`src/rtl/cmp_pkg.sv`:
```
// Shared definitions for the comparator hysteresis monitor: FSM state
// encoding, event type constants and the flag-classification helper.
// Optional rise counter in the top is enabled by CMP_HYST_RISE_COUNT_EN.
package cmp_pkg;

    typedef enum logic [1:0] {
        LOW       = 2'd0,
        PEND_HIGH = 2'd1,
        HIGH      = 2'd2,
        PEND_LOW  = 2'd3
    } hyst_state_e;

    typedef enum logic [1:0] {
        CLS_RAISE   = 2'd0,
        CLS_RELEASE = 2'd1,
        CLS_ILLEGAL = 2'd2
    } sample_cls_e;

    localparam logic EVT_RISE = 1'b1;
    localparam logic EVT_FALL = 1'b0;

    // A healthy comparator asserts exactly one flag; anything else is illegal
    function automatic sample_cls_e classify_flags(input logic equalFlag,
                                                   input logic aMoreFlag,
                                                   input logic bMoreFlag);
        sample_cls_e cls;
        case ({equalFlag, aMoreFlag, bMoreFlag})
            3'b010:         cls = CLS_RAISE;
            3'b100, 3'b001: cls = CLS_RELEASE;
            default:        cls = CLS_ILLEGAL;
        endcase
        return cls;
    endfunction

endpackage

```
`src/rtl/cmp_hysteresis_monitor_if.sv`:
```
// Bundle of comparator-flag inputs, event handshake and status outputs of
// the hysteresis monitor. The slave modport is the monitor's view; the
// master modport is the view of whatever drives flags and consumes events.
interface cmp_hysteresis_monitor_if #(
    parameter int CNT_W = 8
);
    logic             in_valid;
    logic             equal;
    logic             a_more;
    logic             b_more;
    logic             err_clr;
    logic             evt_ready;
    logic             alarm;
    logic             evt_valid;
    logic             evt_type;
    logic             evt_ovf;
    logic             err_sticky;
    logic [CNT_W-1:0] rise_cnt;

    modport master (
        output in_valid, equal, a_more, b_more, err_clr, evt_ready,
        input  alarm, evt_valid, evt_type, evt_ovf, err_sticky, rise_cnt
    );

    modport slave (
        input  in_valid, equal, a_more, b_more, err_clr, evt_ready,
        output alarm, evt_valid, evt_type, evt_ovf, err_sticky, rise_cnt
    );
endinterface

```
`src/rtl/cmp_evt_slot.sv`:
```
// One-entry valid/ready event register. A new event loads when the slot is
// empty or is being drained in the same cycle; otherwise it is dropped and
// the sticky overflow flag records the loss.
module cmp_evt_slot (
    input  logic clk,
    input  logic rst_n,
    input  logic evt_i,
    input  logic evt_type_i,
    input  logic ready_i,
    input  logic err_clr_i,
    output logic valid_o,
    output logic type_o,
    output logic ovf_o
);
    logic valid_q, valid_d;
    logic type_q, type_d;
    logic ovf_q, ovf_d;
    logic loadEvt;
    logic dropEvt;

    // Decide whether an incoming event is stored or lost, and when the slot drains
    always_comb begin
        loadEvt = evt_i && (!valid_q || ready_i);
        dropEvt = evt_i && valid_q && !ready_i;
        valid_d = valid_q;
        type_d  = type_q;
        ovf_d   = ovf_q;
        if (loadEvt) begin
            valid_d = 1'b1;
            type_d  = evt_type_i;
        end else if (ready_i) begin
            valid_d = 1'b0;
        end
        if (dropEvt) begin
            ovf_d = 1'b1;
        end else if (err_clr_i) begin
            ovf_d = 1'b0;
        end
    end

    // Slot registers, cleared asynchronously
    always_ff @(posedge clk or negedge rst_n) begin
        if (!rst_n) begin
            valid_q <= 1'b0;
            type_q  <= 1'b0;
            ovf_q   <= 1'b0;
        end else begin
            valid_q <= valid_d;
            type_q  <= type_d;
            ovf_q   <= ovf_d;
        end
    end

    assign valid_o = valid_q;
    assign type_o  = type_q;
    assign ovf_o   = ovf_q;
endmodule

```
`src/rtl/cmp_hysteresis_monitor.sv`:
```
// Hysteresis filter on 3-bit comparator flags. A run of SET_COUNT a_more
// samples raises the alarm, a run of CLR_COUNT equal/b_more samples drops
// it; each alarm edge is reported through a one-entry event slot.
// Define CMP_HYST_RISE_COUNT_EN to build the saturating rise-event counter;
// otherwise rise_cnt is tied to zero.
module cmp_hysteresis_monitor
    import cmp_pkg::*;
#(
    parameter int SET_COUNT = 4,
    parameter int CLR_COUNT = 2,
    parameter int CNT_W     = 8
) (
    input logic                    clk,
    input logic                    rst_n,
    cmp_hysteresis_monitor_if.slave mon
);
    localparam int MAX_CNT = (SET_COUNT > CLR_COUNT) ? SET_COUNT : CLR_COUNT;
    localparam int RUN_W   = $clog2(MAX_CNT + 1);
    localparam logic [RUN_W-1:0] SET_RUN = RUN_W'(SET_COUNT);
    localparam logic [RUN_W-1:0] CLR_RUN = RUN_W'(CLR_COUNT);
    localparam logic [RUN_W-1:0] RUN_ONE = RUN_W'(1);

    hyst_state_e      state_q, state_d;
    logic [RUN_W-1:0] runCnt_q, runCnt_d;
    logic             alarm_q, alarm_d;
    logic             errSticky_q, errSticky_d;
    sample_cls_e      sampleCls;
    logic             illegalSample;
    logic             riseEvt;
    logic             fallEvt;
    logic             slotValid;
    logic             slotType;
    logic             slotOvf;

    // Next-state logic: count consecutive qualifying samples, emit edge events
    always_comb begin
        state_d       = state_q;
        runCnt_d      = runCnt_q;
        riseEvt       = 1'b0;
        fallEvt       = 1'b0;
        sampleCls     = classify_flags(mon.equal, mon.a_more, mon.b_more);
        illegalSample = mon.in_valid && (sampleCls == CLS_ILLEGAL);
        if (mon.in_valid) begin
            case (state_q)
                LOW: begin
                    if (sampleCls == CLS_RAISE) begin
                        runCnt_d = RUN_ONE;
                        if (SET_COUNT == 1) begin
                            state_d = HIGH;
                            riseEvt = 1'b1;
                        end else begin
                            state_d = PEND_HIGH;
                        end
                    end else begin
                        runCnt_d = '0;
                    end
                end
                PEND_HIGH: begin
                    if (sampleCls == CLS_RAISE) begin
                        if (runCnt_q + RUN_ONE == SET_RUN) begin
                            state_d  = HIGH;
                            runCnt_d = '0;
                            riseEvt  = 1'b1;
                        end else begin
                            runCnt_d = runCnt_q + RUN_ONE;
                        end
                    end else begin
                        state_d  = LOW;
                        runCnt_d = '0;
                    end
                end
                HIGH: begin
                    if (sampleCls == CLS_RELEASE) begin
                        runCnt_d = RUN_ONE;
                        if (CLR_COUNT == 1) begin
                            state_d = LOW;
                            fallEvt = 1'b1;
                        end else begin
                            state_d = PEND_LOW;
                        end
                    end else begin
                        runCnt_d = '0;
                    end
                end
                PEND_LOW: begin
                    if (sampleCls == CLS_RELEASE) begin
                        if (runCnt_q + RUN_ONE == CLR_RUN) begin
                            state_d  = LOW;
                            runCnt_d = '0;
                            fallEvt  = 1'b1;
                        end else begin
                            runCnt_d = runCnt_q + RUN_ONE;
                        end
                    end else begin
                        state_d  = HIGH;
                        runCnt_d = '0;
                    end
                end
                default: begin
                    state_d  = LOW;
                    runCnt_d = '0;
                end
            endcase
        end
        alarm_d = (state_d == HIGH) || (state_d == PEND_LOW);
        if (illegalSample) begin
            errSticky_d = 1'b1;
        end else if (mon.err_clr) begin
            errSticky_d = 1'b0;
        end else begin
            errSticky_d = errSticky_q;
        end
    end

    // FSM, run counter, alarm level and error flag registers
    always_ff @(posedge clk or negedge rst_n) begin
        if (!rst_n) begin
            state_q     <= LOW;
            runCnt_q    <= '0;
            alarm_q     <= 1'b0;
            errSticky_q <= 1'b0;
        end else begin
            state_q     <= state_d;
            runCnt_q    <= runCnt_d;
            alarm_q     <= alarm_d;
            errSticky_q <= errSticky_d;
        end
    end

    cmp_evt_slot u_evt_slot (
        .clk       (clk),
        .rst_n     (rst_n),
        .evt_i     (riseEvt | fallEvt),
        .evt_type_i(riseEvt ? EVT_RISE : EVT_FALL),
        .ready_i   (mon.evt_ready),
        .err_clr_i (mon.err_clr),
        .valid_o   (slotValid),
        .type_o    (slotType),
        .ovf_o     (slotOvf)
    );

`ifdef CMP_HYST_RISE_COUNT_EN
    logic [CNT_W-1:0] riseCnt_q, riseCnt_d;

    // Rise events are counted whether or not the slot accepted them; stop at all-ones
    always_comb begin
        riseCnt_d = riseCnt_q;
        if (riseEvt && (riseCnt_q != {CNT_W{1'b1}})) begin
            riseCnt_d = riseCnt_q + {{(CNT_W-1){1'b0}}, 1'b1};
        end
    end

    // Rise counter register
    always_ff @(posedge clk or negedge rst_n) begin
        if (!rst_n) begin
            riseCnt_q <= '0;
        end else begin
            riseCnt_q <= riseCnt_d;
        end
    end

    assign mon.rise_cnt = riseCnt_q;
`else
    assign mon.rise_cnt = {CNT_W{1'b0}};
`endif

    assign mon.alarm      = alarm_q;
    assign mon.err_sticky = errSticky_q;
    assign mon.evt_valid  = slotValid;
    assign mon.evt_type   = slotType;
    assign mon.evt_ovf    = slotOvf;
endmodule
```
`src/flat_wrapper.sv`:
```
// flat-port wrapper written by rule: the top's interface ports become plain ports
module cmp_hysteresis_monitor_flat import cmp_pkg::*;
#(
    parameter int SET_COUNT = 4,
    parameter int CLR_COUNT = 2,
    parameter int CNT_W     = 8
)
  (clk, rst_n, mon_in_valid, mon_equal, mon_a_more, mon_b_more, mon_err_clr, mon_evt_ready, mon_alarm, mon_evt_valid, mon_evt_type, mon_evt_ovf, mon_err_sticky, mon_rise_cnt);
  cmp_hysteresis_monitor_if #(.CNT_W(CNT_W)) mon_i ();
  input logic clk;
  input logic rst_n;
  input wire logic [$bits(mon_i.in_valid)-1:0] mon_in_valid;
  input wire logic [$bits(mon_i.equal)-1:0] mon_equal;
  input wire logic [$bits(mon_i.a_more)-1:0] mon_a_more;
  input wire logic [$bits(mon_i.b_more)-1:0] mon_b_more;
  input wire logic [$bits(mon_i.err_clr)-1:0] mon_err_clr;
  input wire logic [$bits(mon_i.evt_ready)-1:0] mon_evt_ready;
  output wire logic [$bits(mon_i.alarm)-1:0] mon_alarm;
  output wire logic [$bits(mon_i.evt_valid)-1:0] mon_evt_valid;
  output wire logic [$bits(mon_i.evt_type)-1:0] mon_evt_type;
  output wire logic [$bits(mon_i.evt_ovf)-1:0] mon_evt_ovf;
  output wire logic [$bits(mon_i.err_sticky)-1:0] mon_err_sticky;
  output wire logic [$bits(mon_i.rise_cnt)-1:0] mon_rise_cnt;
  assign mon_i.in_valid = mon_in_valid;
  assign mon_i.equal = mon_equal;
  assign mon_i.a_more = mon_a_more;
  assign mon_i.b_more = mon_b_more;
  assign mon_i.err_clr = mon_err_clr;
  assign mon_i.evt_ready = mon_evt_ready;
  assign mon_alarm = mon_i.alarm;
  assign mon_evt_valid = mon_i.evt_valid;
  assign mon_evt_type = mon_i.evt_type;
  assign mon_evt_ovf = mon_i.evt_ovf;
  assign mon_err_sticky = mon_i.err_sticky;
  assign mon_rise_cnt = mon_i.rise_cnt;
  cmp_hysteresis_monitor #(.SET_COUNT(SET_COUNT), .CLR_COUNT(CLR_COUNT), .CNT_W(CNT_W)) u_core (.clk(clk), .rst_n(rst_n), .mon(mon_i));
endmodule
```
`config.mk`:
```
export PLATFORM = sky130hd
export DESIGN_NAME = cmp_hysteresis_monitor_flat
export DESIGN_NICKNAME = d
export VERILOG_FILES = /design/src/rtl/cmp_pkg.sv /design/src/rtl/cmp_hysteresis_monitor_if.sv /design/src/rtl/cmp_evt_slot.sv /design/src/rtl/cmp_hysteresis_monitor.sv /design/src/flat_wrapper.sv
export SDC_FILE = /design/constraint.sdc
export NUM_CORES = 1
export LEC_CHECK = 0
export CAP_MARGIN = 25
export CORE_MARGIN = 1.5
export CORE_UTILIZATION = 47
export DETAILED_ROUTE_END_ITERATION = 7
export HOLD_SLACK_MARGIN = 0.08
export PLACE_DENSITY_LB_ADDON = 0.3
export SLEW_MARGIN = 20
export SYNTH_ARGS = -nofsm -noshare
export SYNTH_HDL_FRONTEND = slang
export SYNTH_SLANG_ARGS = --single-unit
```
`constraint.sdc`:
```
create_clock -name clk -period 2.8 [get_ports clk]
set_input_delay 0.56 -clock clk [delete_from_list [all_inputs] [get_ports clk]]
set_output_delay 0.56 -clock clk [all_outputs]
set_load 0.02 [all_outputs]
```
==> results of run 1 <==
-- worst paths after layout --
kind	end	from	cells after the start	slack (ps)
hold reg to reg	u_core.mon.err_sticky$_DFFE_PN0P_	u_core.mon.err_sticky$_DFFE_PN0P_	2	530
setup reg to reg	u_core.state_q[0]$_DFF_PN0_	u_core.runCnt_q[0]$_DFFE_PN0P_	6	1150
min in group asynchronous	u_core.mon.err_sticky$_DFFE_PN0P_	rst_n	1	600
setup / recovery	mon_evt_type	u_core.u_evt_slot.type_o$_DFFE_PN0P_	1	1020
max in group asynchronous	u_core.state_q[0]$_DFF_PN0_	rst_n	1	1890
hold / removal	u_core.mon.err_sticky$_DFFE_PN0P_	u_core.mon.err_sticky$_DFFE_PN0P_	2	530
-- cells in the final DEF, fill, tap and decap left out, types with 2 or more instances in the layout --
| cell type | netlist | final |
|---|---|---|
| o21ai_1 | 2 | 2 |
| inv_1 | 7 | 7 |
| nand2b_1 | 2 | 2 |
| clkdlybuf4s50_1 | 0 | 12 |
| nand2_1 | 7 | 7 |
| o21ai_0 | 4 | 4 |
| a21oi_1 | 2 | 2 |
| nand4_1 | 2 | 2 |
| conb_1 | 1 | 8 |
| clkbuf_4 | 0 | 3 |
| nor2b_1 | 2 | 2 |
| dfrtp_1 | 10 | 10 |
| ha_1 | 4 | 4 |
-- where the power goes --
| part | leakage [nW] | internal, mW | switching [mW] | total [mW] |
|---|---|---|---|---|
| logic | 0.189 | 0.0288 | 0.0398 | 0.0685 |
| registers | 0.125 | 0.153 | 0.00833 | 0.161 |
| clock network | 0.0210 | 0.0788 | 0.0479 | 0.127 |
| total | 0.335 | 0.261 | 0.0960 | 0.357 |
-- worst reg2reg max path: stages, from the launching register on --
cell	delay (ps)
dfrtp_1	410
ha_1	230
ha_1	320
nand2_1	60
a32oi_1	250
nand2_1	90
a21o_1	180
-- metrics by stage --
| stage | worst slack (ps) | hold slack, ps |
|---|---|---|
| after floorplan | 1272 | 264.4 |
| after global placement | 777.7 | 510.8 |
| final | 1018 | 526.9 |
| after global routing | 913.0 | 556.7 |
| after CTS | 1002 | 528.7 |
| after detailed placement | 761.0 | 518.0 |
-- area by class of cell --
| class | instances | area (µm²) | area share (%) |
|---|---|---|---|
| inverter | 7 | 26.28 | 3.393 |
| clock buffer | 4 | 36.28 | 4.685 |
| sequential | 10 | 250.2 | 32.31 |
| tap | 15 | 18.77 | 2.423 |
| timing repair buffer | 12 | 120.1 | 15.51 |
| multi-input combinational | 47 | 322.8 | 41.68 |
-- state kept, by name, indices dropped and copies added, names as in the netlist --
name,count
u_core.u_evt_slot.ovf_o,1
u_core.mon.alarm,1
u_core.state_q,2
u_core.u_evt_slot.valid_o,1
u_core.mon.err_sticky,1
u_core.u_evt_slot.type_o,1
u_core.runCnt_q,3
-- kinds of logic after synthesis --
| family | after synthesis | share of synthesized area (%) |
|---|---|---|
| other | 1 | 0.5877 |
| buffers and inverters | 16 | 14.31 |
| adder cells (fa/ha/maj) | 4 | 7.843 |
| flip-flops | 10 | 39.22 |
| XOR/XNOR | 1 | 2.550 |
| AND/OR/NAND/NOR | 17 | 15.49 |
| multiplexers | 1 | 1.765 |
| AO/OA/AOI/OAI | 16 | 18.24 |
-- layer usage --
metal | routed length (µm) | share of wire (%) | up-vias
li1 | - | - | 238
met1 | 491 | 47 | 212
met2 | 492 | 47 | 15
met3 | 48 | 4.6 | 4
met4 | 21 | 2.0 | 0
met5 | 0 | 0 | -
==> results.md, run 1 <==
* CTS Buf Count at 3
* Clk root buf: clkbuf_4
* Antenna viol nets, final at 0
* Final Core Density at 60.27%
* Postcts setup bufs at 0
* Post-route insts no fill at 95
* Period utilization at 63.63%
* Most frequent cell after synthesis: dfrtp_1
* Area growth from synthesis to layout at 21.37%
* Leak at 0.3350 nW
* Top cells by count, synth: dfrtp_1 (10), buf_4 (8), inv_1 (7), nand2_1 (7)
* Data arrival, critical path at 1220 ps
* Core area at 0.001285 mm²
* Cells after DPL at 91
* Warnings from Yosys at 0
* Synth async-reset ratio at 100.0%
* Max Clock Skew at 9.219 ps
* Detailed Route Iter0 Violations at 1
* Global Route Usage Sum at 18.19%
* Startpoint Class: flop
* Count of different cell masters after synthesis at 27
* Post-Layout Inst Area at 774.5 µm²
* TritonRoute pass-1 iters at 2
* Clock-pin slew on the worst setup and hold paths at 70 ps
* Layout cells sized above 1 at 12.50%
* CTS Sinks at 10
* Nets@finish at 93
* WL final at 1054 µm
* Vias in the first global route at 413
* EDFF count, synth at 0
* Worst path cell trace: clkdlybuf4s50_1
* Crit path required time at 2240 ps
* ANT cells at 0
* Final Max Tran Viols at 0
* Flops & latches, synth at 10
* Die height at 39.85 µm
* Total power draw at 0.3565 mW
* Max cap viols at 0
* Initial antenna violation count at 0
* Mapped cell area at 638.1 µm²
* Worst Setup End Kind: primary output
* Syn avg cell area at 9.668 µm²
* CP top delay family: buffers and inverters
* CP max-delay cell: clkdlybuf4s50_1
* # H-tree levels at 1
* Row count at 13
* Number of hold buffers added after cts at 0
* CTS tree: done
* Die Width at 39.85 µm
* CP bufs+invs at 1
* Routability Congestion at 0.7365
* # setup viols final at 0
* M3 GR Usage at 8.523%
* GRT met1 Usage at 23.16%
* Post-synthesis cell count at 66
* P per Cell Area at 460.4 mW/mm²
* IR drop worst, VDD at 0.0005053 V
* Yosys top cell by area: dfrtp_1
* Slowest stage delay, CP at 600 ps
* Initial Utilization at 49.66%
* Skew-Pair Late Insertion Delay at 260 ps
* Final Hold Violating Endpoints at 0
* Pin count of the biggest net entering global routing at 11
* RSZ-0062 raised after global routing: false
* Residual DRC at 0
* Die ar. at 0.001588 mm²
* Cts repair resizes at 0
* Gr busiest metal: met2
* Vias at 469
* Total grt overflow at 0
* Post-DP HPWL at 871.4 µm
* Ports at 21
* Setup TNS Final at 0 ps
* Register area share after synthesis at 39.22%
* DP Area at 738.2 µm²
* Fill cells at 133
* WL per Instance at 11.09 µm
* Status: completed
* Min-delay worst type: reg2reg
* Crit Path Class: reg2out
* Synth top area cells: dfrtp_1 (39%), buf_4 (9.4%), ha_1 (7.8%)
* First-pass GRT wire length at 1766 µm
* Met2 track utilization from global routing at 24.59%
* CP Max Fanout at 2
* Vias per cell at 4.937
* Clock buffer depth at 2
* Max frequency at 561.3 MHz
* Final min period at 1782 ps
* Yosys top cell area share at 39.22%
* Predominant post-synthesis flop cell: dfrtp_1
* Port bufs at 12
No activity file was read; power rests on OpenSTA's default activity.
==> inputs of run 2 (changes only) <==
CORE_UTILIZATION = 43   (was 47)
clock period = 1.67 ns   (was 2.8 ns; I/O delays follow)
==> run 2 against run 1 <==
Highest routed layer unchanged. Sequential share of layout area down 2.0 points. Clock-buffer cell count unchanged. Via count up 1.7%. Non-clock buffer count up 4. Cell area up 6.5%. Setup slack worse by 910 ps. Critical path depth unchanged. Sequential power up 67%.
==> results.md, run 2 (synthesized netlist as in run 1, its figures left out) <==
* Nets@finish at 97 (was 93)
* Net Sw Frac at 28.23% (was 26.93%)
* TritonRoute pass-1 iters at 4 (was 2)
* Clock buffer depth at 2 (unchanged)
* CP Max Fanout at 2 (unchanged)
* Pre-CTS WS at -116.5 ps (was 761.0 ps)
* Clk pwr share at 35.6% (about the same)
* CTS Sinks at 10 (unchanged)
* Antenna viol nets, final at 0 (unchanged)
* CTS tree: done (unchanged)
* Die Width at 41.52 µm (was 39.85 µm)
* Total grt overflow at 0 (unchanged)
* Worst Setup End Kind: primary output (unchanged)
* Global Route Usage Sum at 15.47% (was 18.19%)
* # H-tree levels at 1 (unchanged)
* Number of hold buffers added after cts at 0 (unchanged)
* Core area at 0.001350 mm² (was 0.001285 mm²)
* Max Clock Skew at 5.507 ps (was 9.219 ps)
* Worst path depth at 1 (unchanged)
* Internal at 0.4479 mW (was 0.2605 mW)
* Period utilization at 93.69%
* Ports at 21 (unchanged)
* Die height at 41.52 µm (was 39.85 µm)
* Worst reg2reg path depth at 6 (unchanged)
* Crit path required time at 1340 ps (was 2240 ps)
* Initial Utilization at 47.27% (was 49.66%)
* Startpoint Class: flop (unchanged)
* NetSw at 0.1761 mW (was 0.09601 mW)
* Worst path cell trace: clkdlybuf4s50_1 (unchanged)
* Max FFs per register at 3 (unchanged)
* Smallest hold slack at 380.0 ps (was 526.9 ps)
* Max frequency at 639.1 MHz
* CTS Buf Count at 3 (unchanged)
* Row count at 13 (unchanged)
* Vias per cell at 4.818 (was 4.937)
* Slowest stage delay, CP at 600 ps (about the same)
* WL final at 1165 µm (was 1054 µm)
* Status: completed (unchanged)
* Max cap viols at 0 (unchanged)
* Die ar. at 0.001724 mm² (was 0.001588 mm²)
* Seq pwr share at 43.1% (was 45.2%)
* Clk root buf: clkbuf_4 (unchanged)
* Final Hold Violating Endpoints at 0 (unchanged)
* First-pass GRT wire length at 2001 µm (was 1766 µm)
* Commonest non-fill, non-tap cell in the layout: clkdlybuf4s50_1 (unchanged)
* Commonest non-fill, non-tap cells in the layout: clkdlybuf4s50_1 (12), dfrtp_1 (10), conb_1 (8), inv_1 (7), nand2_1 (7) (unchanged)
* CP bufs+invs at 1 (unchanged)
* Crit Path Class: reg2out (unchanged)
* Pin count of the biggest net entering global routing at 11 (unchanged)
* Setup ws final at 105.3 ps (was 1018 ps)
* Skew-Pair Late Insertion Delay at 270 ps (was 260 ps)
* CP top delay family: buffers and inverters (unchanged)
* IR drop worst, VDD at 0.0004647 V (was 0.0005053 V)
* Reg with most FFs: u_core.runCnt_q (unchanged)
* CP max-delay cell: clkdlybuf4s50_1 (unchanged)
* Area growth from synthesis to layout at 29.22% (was 21.37%)
* Clock-pin slew on the worst setup and hold paths at 70 ps (about the same)
* Final Max Tran Viols at 0 (unchanged)
* Vias at 477 (was 469)
* WL per Instance at 11.77 µm (was 11.09 µm)
* # setup viols final at 0 (unchanged)
* Initial antenna violation count at 0 (unchanged)
* Residual DRC at 0 (unchanged)
* Post-DP HPWL at 918.8 µm (was 871.4 µm)
* Data arrival, critical path at 1230 ps (was 1220 ps)
* Min-delay worst type: in2async (was reg2reg)
* Final min period at 1565 ps
* P per Cell Area at 756.8 mW/mm² (was 460.4 mW/mm²)
* Logic pwr share at 21.3% (was 19.2%)
* Routability Congestion at 0.7908 (was 0.7365)
* Vias in the first global route at 448 (was 413)
* Detailed Route Iter0 Violations at 13 (was 1)
* Regs by FF count: u_core.runCnt_q (3), u_core.state_q (2) (unchanged)
* Layout cells sized above 1 at 19.05% (was 12.50%)
* Port bufs at 12 (unchanged)
* ANT cells at 0 (unchanged)
* Leak at 0.3561 nW (was 0.3350 nW)
[run 2: per-stage QoR]
step	util, %	std cells	power [mW]	TNS [ps]	area, µm²
6_report	61.08	99	0.6240	0	824.5
5_1_grt	61.08	99	0.6575	-3.496	824.5
4_1_cts	59.59	99	0.6253	0	804.5
3_5_place_dp	56.90	95	0.4017	-578.1	768.2
3_3_place_gp	56.90	95	0.3987	-425.9	768.2
2_1_floorplan	-	73	0.3591	0	664.4
[run 2: final cells by class]
class	count	area, µm²
Inverter	7	26.28
Sequential cell	10	250.2
Timing Repair Buffer	16	150.1
Multi-Input combinational cell	47	342.8
Fill cell	120	525.5
Tap cell	15	18.77
Clock buffer	4	36.28
[run 2: final timing paths]
check,startpoint,end,slack [ps]
max,u_core.u_evt_slot.type_o$_DFFE_PN0P_,mon_evt_type,110
min,rst_n,u_core.runCnt_q[1]$_DFFE_PN0P_,380
max reg2reg,u_core.runCnt_q[0]$_DFFE_PN0P_,u_core.state_q[0]$_DFF_PN0_,110
min reg2reg,u_core.mon.err_sticky$_DFFE_PN0P_,u_core.mon.err_sticky$_DFFE_PN0P_,540
max in group asynchronous,rst_n,u_core.mon.alarm$_DFF_PN0_,970
min in group clk,u_core.mon.err_sticky$_DFFE_PN0P_,u_core.mon.err_sticky$_DFFE_PN0P_,540
[run 2: per-layer routing]
| metal | up-vias | wire length, µm | GRT usage, % |
|---|---|---|---|
| met5 | - | 0 | 0 |
| met4 | 0 | 11 | 7.742 |
| met3 | 2 | 65 | 3.913 |
| met2 | 18 | 548 | 21.25 |
| met1 | 214 | 539 | 22.25 |
| li1 | 243 | - | - |
[run 2: worst register-to-register path, delay by kind of cell, from the launching register on]
family | cells | cell delay, ps
AND/OR/NAND/NOR | 2 | 140
flip-flops | 1 | 400
adder cells (fa/ha/maj) | 2 | 540
AO/OA/AOI/OAI | 2 | 380
[run 2: what timing repair did]
action / in CTS / in global routing
resized for setup: 0 / 2
setup endpoints to repair: 0 / 2
setup buffers: 0 / 0
[run 2: power groups by stage]
stage                     Sequential (mW)  Clock [mW]  Combinational [mW]
final                               0.269       0.222               0.133
after global routing                0.272       0.238               0.148
after CTS                           0.269       0.228               0.128
after detailed placement            0.274           0               0.128
after global placement              0.273           0               0.126
after floorplan                     0.277           0              0.0818
